==> src/rtl/fifo_wr_arbiter_if.sv <==
// Handshake bundle between NREQ producers, the write arbiter and the shared FIFO ports.
// The arbiter uses the slave modport; the producer/FIFO side uses master.
interface fifo_wr_arbiter_if #(
  parameter int NREQ  = 4,
  parameter int WIDTH = 8,
  parameter int DEPTH = 16
);
  localparam int CW = $clog2(DEPTH + 1);
  localparam int IW = (NREQ > 1) ? $clog2(NREQ) : 1;

  logic [NREQ-1:0]       req;
  logic [NREQ*WIDTH-1:0] req_data;
  logic [NREQ-1:0]       ack;
  logic                  fifo_rd;
  logic                  fifo_empty;
  logic                  fifo_wr;
  logic [WIDTH-1:0]      fifo_wr_data;
  logic [IW-1:0]         gnt_id;
  logic [CW-1:0]         credits;

  modport master (
    output req, req_data, fifo_rd, fifo_empty,
    input  ack, fifo_wr, fifo_wr_data, gnt_id, credits
  );

  modport slave (
    input  req, req_data, fifo_rd, fifo_empty,
    output ack, fifo_wr, fifo_wr_data, gnt_id, credits
  );
endinterface

==> src/rtl/fifo_wr_arbiter.sv <==
// Round-robin write arbiter with credit-based flow control in front of a shared FIFO.
// Optional per-requester grant counters are enabled with the FIFO_ARB_STATS_EN macro.
module fifo_wr_arbiter #(
  parameter int NREQ  = 4,
  parameter int WIDTH = 8,
  parameter int DEPTH = 16,
  localparam int CW   = $clog2(DEPTH + 1),
  localparam int IW   = (NREQ > 1) ? $clog2(NREQ) : 1
) (
  input  logic                 clk,
  input  logic                 rst,
  fifo_wr_arbiter_if.slave     bus
`ifdef FIFO_ARB_STATS_EN
  ,
  output logic [NREQ*16-1:0]   grant_cnt
`endif
);

  logic [IW-1:0]    rr_last;
  logic [IW-1:0]    winner;
  logic             found;
  logic             grant;
  logic             pop;
  logic [CW-1:0]    credits_q;
  logic             fifo_wr_q;
  logic [WIDTH-1:0] wr_data_q;
  logic [IW-1:0]    gnt_id_q;

  // Search starts one past the last winner so every requester gets a turn.
  always_comb begin
    winner = '0;
    found  = 1'b0;
    for (int k = 1; k <= NREQ; k++) begin
      if (!found && bus.req[(int'(rr_last) + k) % NREQ]) begin
        found  = 1'b1;
        winner = IW'((int'(rr_last) + k) % NREQ);
      end
    end
  end

  assign grant = rst && (credits_q != '0) && found;
  assign pop   = bus.fifo_rd & ~bus.fifo_empty;

  always_comb begin
    bus.ack = '0;
    if (grant) begin
      bus.ack[winner] = 1'b1;
    end
  end

  always_ff @(posedge clk) begin
    if (!rst) begin
      fifo_wr_q <= 1'b0;
      wr_data_q <= '0;
      gnt_id_q  <= '0;
      rr_last   <= IW'(NREQ - 1);
      credits_q <= CW'(DEPTH);
    end else begin
      fifo_wr_q <= grant;
      if (grant) begin
        wr_data_q <= bus.req_data[winner*WIDTH +: WIDTH];
        gnt_id_q  <= winner;
        rr_last   <= winner;
      end
      // Debit at grant time covers the word still in the output register.
      case ({grant, pop})
        2'b10:   credits_q <= credits_q - CW'(1);
        2'b01:   if (credits_q != CW'(DEPTH)) credits_q <= credits_q + CW'(1);
        default: credits_q <= credits_q;
      endcase
    end
  end

  assign bus.fifo_wr      = fifo_wr_q;
  assign bus.fifo_wr_data = wr_data_q;
  assign bus.gnt_id       = gnt_id_q;
  assign bus.credits      = credits_q;

`ifdef FIFO_ARB_STATS_EN
  always_ff @(posedge clk) begin
    if (!rst) begin
      grant_cnt <= '0;
    end else begin
      for (int i = 0; i < NREQ; i++) begin
        if (bus.ack[i]) begin
          grant_cnt[i*16 +: 16] <= grant_cnt[i*16 +: 16] + 16'd1;
        end
      end
    end
  end
`endif

endmodule
==> src/flat_wrapper.sv <==
// flat-port wrapper written by rule: the top's interface ports become plain ports
module fifo_wr_arbiter_flat 
#(
  parameter int NREQ  = 4,
  parameter int WIDTH = 8,
  parameter int DEPTH = 16,
  localparam int CW   = $clog2(DEPTH + 1),
  localparam int IW   = (NREQ > 1) ? $clog2(NREQ) : 1
)
  (clk, rst, bus_req, bus_req_data, bus_fifo_rd, bus_fifo_empty, bus_ack, bus_fifo_wr, bus_fifo_wr_data, bus_gnt_id, bus_credits);
  fifo_wr_arbiter_if #(.NREQ(NREQ), .WIDTH(WIDTH), .DEPTH(DEPTH)) bus_i ();
  input  logic clk;
  input  logic rst;
  input wire logic [$bits(bus_i.req)-1:0] bus_req;
  input wire logic [$bits(bus_i.req_data)-1:0] bus_req_data;
  input wire logic [$bits(bus_i.fifo_rd)-1:0] bus_fifo_rd;
  input wire logic [$bits(bus_i.fifo_empty)-1:0] bus_fifo_empty;
  output wire logic [$bits(bus_i.ack)-1:0] bus_ack;
  output wire logic [$bits(bus_i.fifo_wr)-1:0] bus_fifo_wr;
  output wire logic [$bits(bus_i.fifo_wr_data)-1:0] bus_fifo_wr_data;
  output wire logic [$bits(bus_i.gnt_id)-1:0] bus_gnt_id;
  output wire logic [$bits(bus_i.credits)-1:0] bus_credits;
  assign bus_i.req = bus_req;
  assign bus_i.req_data = bus_req_data;
  assign bus_i.fifo_rd = bus_fifo_rd;
  assign bus_i.fifo_empty = bus_fifo_empty;
  assign bus_ack = bus_i.ack;
  assign bus_fifo_wr = bus_i.fifo_wr;
  assign bus_fifo_wr_data = bus_i.fifo_wr_data;
  assign bus_gnt_id = bus_i.gnt_id;
  assign bus_credits = bus_i.credits;
  fifo_wr_arbiter #(.NREQ(NREQ), .WIDTH(WIDTH), .DEPTH(DEPTH)) u_core (.clk(clk), .rst(rst), .bus(bus_i));
endmodule
==> config.mk <==
export PLATFORM = sky130hd
export DESIGN_NAME = fifo_wr_arbiter_flat
export DESIGN_NICKNAME = d
export VERILOG_FILES = /design/src/rtl/fifo_wr_arbiter_if.sv /design/src/rtl/fifo_wr_arbiter.sv /design/src/flat_wrapper.sv
export SDC_FILE = /design/constraint.sdc
export NUM_CORES = 1
export LEC_CHECK = 0
export ABC_CLOCK_PERIOD_IN_PS = 5100
export CORE_UTILIZATION = 46
export CTS_BUF_LIST = sky130_fd_sc_hd__clkbuf_2 sky130_fd_sc_hd__clkbuf_4 sky130_fd_sc_hd__clkbuf_8
export CTS_CLUSTER_DIAMETER = 60
export DETAILED_ROUTE_END_ITERATION = 8
export PLACE_DENSITY = 0.88
export SLEW_MARGIN = 20
export SYNTH_ARGS = -nofsm -noshare
export SYNTH_HDL_FRONTEND = slang
export SYNTH_SLANG_ARGS = --single-unit
==> constraint.sdc <==
create_clock -name clk -period 5.1 [get_ports clk]
set_input_delay 0.51 -clock clk [delete_from_list [all_inputs] [get_ports clk]]
set_output_delay 0.51 -clock clk [all_outputs]
set_load 0.1 [all_outputs]
==> impl_results.md, run 1 <==
- Run status: complete, no violations
- Initial DRC count: 15
- Post-synth EDFFs: 0
- Ports: 60
- PnR worst setup slack: 1101 ps
- Worst Setup Start Kind: input port
- CTS root buf: clkbuf_4
- Total vias in the final route: 1,290
- Grt total ovfl: 0
- Ys flop type: dfxtp_1
- Dpl ws: 1179 ps
- ANT cells: 0
- Post-CTS Setup Inserts: 0
- Drt via density: 5.536
- TritonCTS Buffers: 3
- Mapped cell area: 1294 um2
- Clk_lat worst skew: 290 ps
- H-tree depth: 1
- RR Endpoint: u_core.bus.credits[4]
- Min Tclk post-route: 3999 ps
- Drc violations: 0
- Largest area contributor in the netlist: dfxtp_1
- CP endpoint kind: output pin
- Fraction of post-synthesis cell area in the top cell type by area: 27.85%
- DRT Wirelength: 3625 um
- Reg2reg start: u_core.bus.credits[2]
- Layout cells sized above 1: 15.76%
- Core area: 2567 um2
- WP data required: 4590 ps
- Top cell by count, worst path: clkdlybuf4s50_1
- Top-count cell post-synth: dfxtp_1
- Worst stage delay on the critical path: 1130 ps
- Synth cell count leaders: dfxtp_1 (18), mux2i_1 (15), nand2_1 (12), nand3_1 (12), nor2_1 (8)
- Hold path startpoint: u_core.bus.fifo_wr_data[2]
- Max Slew Vio Count: 0
- Cts repair resizes: 0
- Seq cells post-synth: 18
- First-pass DRT Iterations: 4
- Seq/Total Area, Yosys: 27.85%
- Initial antenna violation count: 0
- Total leakage power: 0.7734 nW
- Arrival time of the worst setup path: 3490 ps
- Die H: 55.03 um
- Worst Path Max Fanout: 15
- Main area contributors after synthesis: dfxtp_1 (28%), mux2i_1 (12%), o21ai_2 (4.7%)
- Critical-path cell list: clkdlybuf4s50_1, nor2_1, nor3_1, or3_1, and3_1, clkdlybuf4s50_1
- Final setup viols: 0
- Starting Density: 50.39%
- Fmax: 250.1 MHz
- Yosys warns: 0
- Worst Tran Pin Value: 997.7 ps
- Port bufs: 59
- Avg Inst Size Synth: 8.861 um2
- Cts hold-fix bufs: 0
- Placement-stage cell area: 1888 um2
- Cells after Synth: 146
- FP Rows: 18
- Period utilization: 78.41%
- Number of max-cap violations: 0
- Routability cong.: 0.7622
- Post-DRT Antenna Nets: 0
- Fin. Hold Viols: 0
- Endpoint, Worst Hold: u_core.bus.fifo_wr_data[2]
- Total power density per cell area: 657.7 nW/um2
- Worst hold margin: 473.4 ps
- Crit path max-delay family: buffers and inverters
- Nets: 249
- Clk pin slew, worst setup/hold paths: 100 ps
- Tot GR Track Use: 23.42%
- Clock sink total: 18
- Peak VDD IR: 492.4 uV
- Global-route wire length before repair: 5057 um
- WL per Instance: 15.56 um
- Setup CP Type: input port to output pin
- Area delta synth->final: 48.74%
- Hold Path Cell Cnt: 2
- Post-route cell area: 1924 um2
- FF-to-FF path depth: 9
- Bufs and invs on worst path: 2
- CP max stage cell: clkdlybuf4s50_1
- CTS tree: yes
- DIE AREA: 3028 um2
- Post-DP HPWL: 2833 um
- Clock Path Buffers: 2
- Synth unique cells: 45
- Slew Limit Headroom: 33.28%
- Clock skew: 5.605 ps
- Largest net degree at the start of global routing: 26
- Hold WC Path Type: register to register
- Die Span X: 55.03 um
- R2R Setup Slk: 1680 ps
- Post-layout util: 74.95%
- RSZ-0062 raised after global routing: false
- Vias in the first global route: 1,192
- FFs w/ async S/R, synth: 0%
- CP Depth: 6
- Post-Syn Nets: 191
- Sum Neg Setup Slack: 0 ps
[metrics by stage]
step                total power [mW]  std cells
global route                   1.326        233
CTS                            1.265        233
detailed placement             1.174        229
floorplan                     0.9799        146
global placement               1.146        229
finish                         1.266        233
[metal layers]
metal,vias to the layer above,global-route usage (%),part of all wire [%]
met1,612,25.54,39
met5,-,0,0
li1,640,-,-
met4,0,2.917,0.33
met3,2,4.372,3.5
met2,36,46.99,57
[registers in the layout, summed over array words and instances, names as in the netlist]
signal,cells
u_core.bus.fifo_wr,1
u_core.rr_last,2
u_core.bus.fifo_wr_data,8
u_core.bus.credits,5
u_core.bus.gnt_id,2
[cell families after synthesis]
group	synth area share [%]
mux	18.28
compound gates	18.08
fa+ha+maj	5.416
simple gates	21.76
xor+xnor	2.031
flops	27.85
buf+inv	6.576
[worst register-to-register path: stages (launching register included)]
cell and delay [ps]:
dfxtp_1 370, or4_4 600, o21ai_4 620, nand2_1 350, ha_1 380, nor2b_1 130
o21ai_0 420, nand2_1 130, a31oi_1 200, o211ai_1 110
[how the worst max path moves through the flow]
stage,startpoint,endpoint
after floorplan,u_core.bus.credits[2],bus_ack[0]
after global placement,bus_req[3],bus_ack[3]
after detailed placement,bus_req[1],bus_ack[3]
after CTS,bus_req[1],bus_ack[3]
after global routing,bus_req[1],bus_ack[3]
final,bus_req[3],bus_ack[3]
[area by class of cell]
class                      instances  area, um2
multi-input combinational        112      859.6
tap                               30      37.54
timing repair buffer              61      600.6
sequential                        18      360.3
clock buffer                       4      36.28
inverter                           8      30.03
fill                             193      643.1
[cell usage in the layout, fill, tap and decap left out, types with 3 or more instances in the layout]
| cell | n |
|---|---|
| a21oi_1 | 4 |
| a31oi_1 | 4 |
| buf_4 | 4 |
| clkbuf_4 | 3 |
| clkdlybuf4s50_1 | 57 |
| dfxtp_1 | 18 |
| ha_1 | 4 |
| inv_1 | 6 |
| mux2_2 | 5 |
| mux2i_1 | 15 |
| nand2_1 | 12 |
| nand2b_1 | 4 |
| nand3_1 | 12 |
| nor2_1 | 8 |
| o21ai_1 | 3 |
| o21ai_2 | 7 |
[report_power, final]
group,switching (mW),leakage [nW],internal (mW),total (mW)
logic,0.639,0.602,0.287,0.927
registers,0.0526,0.150,0.197,0.250
clock network,0.0459,0.0210,0.0435,0.0894
(Power assumes the default switching activity.)
==> run 2, diff against run 1 <==
--- a/config.mk
+++ b/config.mk
@@ -5,12 +5,12 @@
 export SDC_FILE = /design/constraint.sdc
 export NUM_CORES = 1
 export LEC_CHECK = 0
-export ABC_CLOCK_PERIOD_IN_PS = 5100
-export CORE_UTILIZATION = 46
+export ABC_CLOCK_PERIOD_IN_PS = 3300
+export CORE_UTILIZATION = 38
 export CTS_BUF_LIST = sky130_fd_sc_hd__clkbuf_2 sky130_fd_sc_hd__clkbuf_4 sky130_fd_sc_hd__clkbuf_8
 export CTS_CLUSTER_DIAMETER = 60
 export DETAILED_ROUTE_END_ITERATION = 8
-export PLACE_DENSITY = 0.88
+export PLACE_DENSITY = 0.78
 export SLEW_MARGIN = 20
 export SYNTH_ARGS = -nofsm -noshare
 export SYNTH_HDL_FRONTEND = slang
==> constraint.sdc (replaced) <==
create_clock -name clk -period 3.3 [get_ports clk]
set_input_delay 0.33 -clock clk [delete_from_list [all_inputs] [get_ports clk]]
set_output_delay 0.33 -clock clk [all_outputs]
set_load 0.1 [all_outputs]
==> impl_results.md, run 2 (same netlist as run 1, synthesis figures left out) <==
- Total vias in the final route: 1,265
- H-tree depth: 1
- Peak VDD IR: 712.8 uV
- Max FFs per register: 8
- FP Rows: 20
- Drc violations: 0
- Worst Tran Pin Value: 985.2 ps
- Setup CP Type: input port to output pin
- WL per Instance: 13.23 um
- Worst stage delay on the critical path: 590 ps
- Initial antenna violation count: 0
- CP endpoint kind: output pin
- RSZ-0062 raised after global routing: false
- WP data required: 2970 ps
- Non-Filler Instances: 249
- Tot GR Track Use: 18.71%
- Slew Limit Headroom: 34.11%
- Clock skew: 2.501 ps
- Clk pin slew, worst setup/hold paths: 100 ps
- Grt total ovfl: 0
- Clock sink total: 18
- CTS tree: yes
- Cts hold-fix bufs: 0
- Clock Path Buffers: 2
- TritonCTS Buffers: 3
- CP max stage cell: a311oi_4
- Critical-path cell list: clkdlybuf4s50_1, or2_1, a311oi_4, buf_4, nor3_2, buf_12
- Core area: 3153 um2
- Worst Path Max Fanout: 11
- Ports: 60
- Nets: 251
- PnR worst setup slack: 647.1 ps
- DRT Wirelength: 3294 um
- Fmax: 377.0 MHz
- Initial DRC count: 30
- Most common cell after layout, fill and taps aside: clkdlybuf4s50_1
- Worst Setup Start Kind: input port
- Port bufs: 59
- Vias in the first global route: 1,241
- CTS root buf: clkbuf_4
- Post-CTS Setup Inserts: 0
- Total power density per cell area: 989.5 nW/um2
- Hold WC Path Type: register to register
- Die H: 60.35 um
- Final setup viols: 0
- Period utilization: 80.39%
- Max Slew Vio Count: 0
- Run status: complete, no violations
- Met3 Resource Use GR: 3.412%
- Area of the multi-input gates: 864.6 um2
- Commonest non-fill, non-tap cells in the layout: clkdlybuf4s50_1 (55), dfxtp_1 (18), mux2i_1 (15)
- Bufs and invs on worst path: 3
- Global-route wire length before repair: 5140 um
- Largest net degree at the start of global routing: 25
- Layout fillers: 279
- First-pass DRT Iterations: 4
- Placed insts: 245
- Fin. Hold Viols: 0
- Sum Neg Setup Slack: 0 ps
- ANT cells: 0
- Area delta synth->final: 55.13%
- Tot Pwr: 1.986 mW
- Post-DP HPWL: 2594 um
- Min Tclk post-route: 2653 ps
- Routability cong.: 0.7793
- Layout cells sized above 1: 18.05%
- Drt via density: 5.080
- Grt peak-use layer: met2
- Arrival time of the worst setup path: 2320 ps
- Register Area: 360.3 um2
- Total leakage power: 0.7997 nW
- Die Span X: 60.35 um
- Crit path max-delay family: buffers and inverters
- Grt met1 use: 20.47%
- Worst hold margin: 469.5 ps
- Clk_lat worst skew: 290 ps
- Starting Density: 41.03%
- DIE AREA: 3642 um2
- Dpl ws: 383.6 ps
- Met2 GRT Util: 35.32%
- Number of max-cap violations: 0
- Cts repair resizes: 0
- Post-DRT Antenna Nets: 0
## run 2: changes by cell type in the layout (fill, tap and decap cells not counted), sizes merged
cell           before  now
clkdlybuf4s50      57   55
buf                 4    8
## run 2: per-layer routing
layer / part of all wire, % / vias up
met2: 50 / 42
met1: 42 / 576
li1: - / 643
met5: 0 / -
met3: 6.7 / 4
met4: 1.3 / 0
## run 2: final cells by class
cell class / instances / share of cell area (%)
Multi-Input combinational cell: 112 / 43.08
Timing Repair Buffer: 63 / 32.92
Sequential cell: 18 / 17.96
Tap cell: 44 / 2.743
Clock buffer: 4 / 1.808
Inverter: 8 / 1.496
## run 2: power breakdown
part | switching, mW | internal [mW] | total, mW
Sequential | 0.0845 | 0.305 | 0.389
Clock | 0.0698 | 0.0673 | 0.137
Combinational | 0.979 | 0.480 | 1.46
## run 2: metrics by stage
step	instance area, um2	utilization [%]
after floorplan	1299	-
after global placement	1971	62.50
after detailed placement	1971	62.50
after CTS	2007	63.65
after global routing	2007	63.65
final	2007	63.65
## run 2: worst paths after layout
path / start / endpoint / slack (ps) / depth (start not counted)
setup / recovery: bus_req[1] / bus_ack[0] / 650 / 6
hold / removal: u_core.bus.gnt_id[0] / u_core.bus.gnt_id[0] / 470 / 2
setup reg to reg: u_core.bus.credits[2] / u_core.bus.credits[4] / 680 / 9
hold reg to reg: u_core.bus.gnt_id[0] / u_core.bus.gnt_id[0] / 470 / 2
## run 2: worst min-delay path, cell delays in order (launching register included)
cell	delay, ps
dfxtp_1	330
nand3_1	60
nand2_1	50
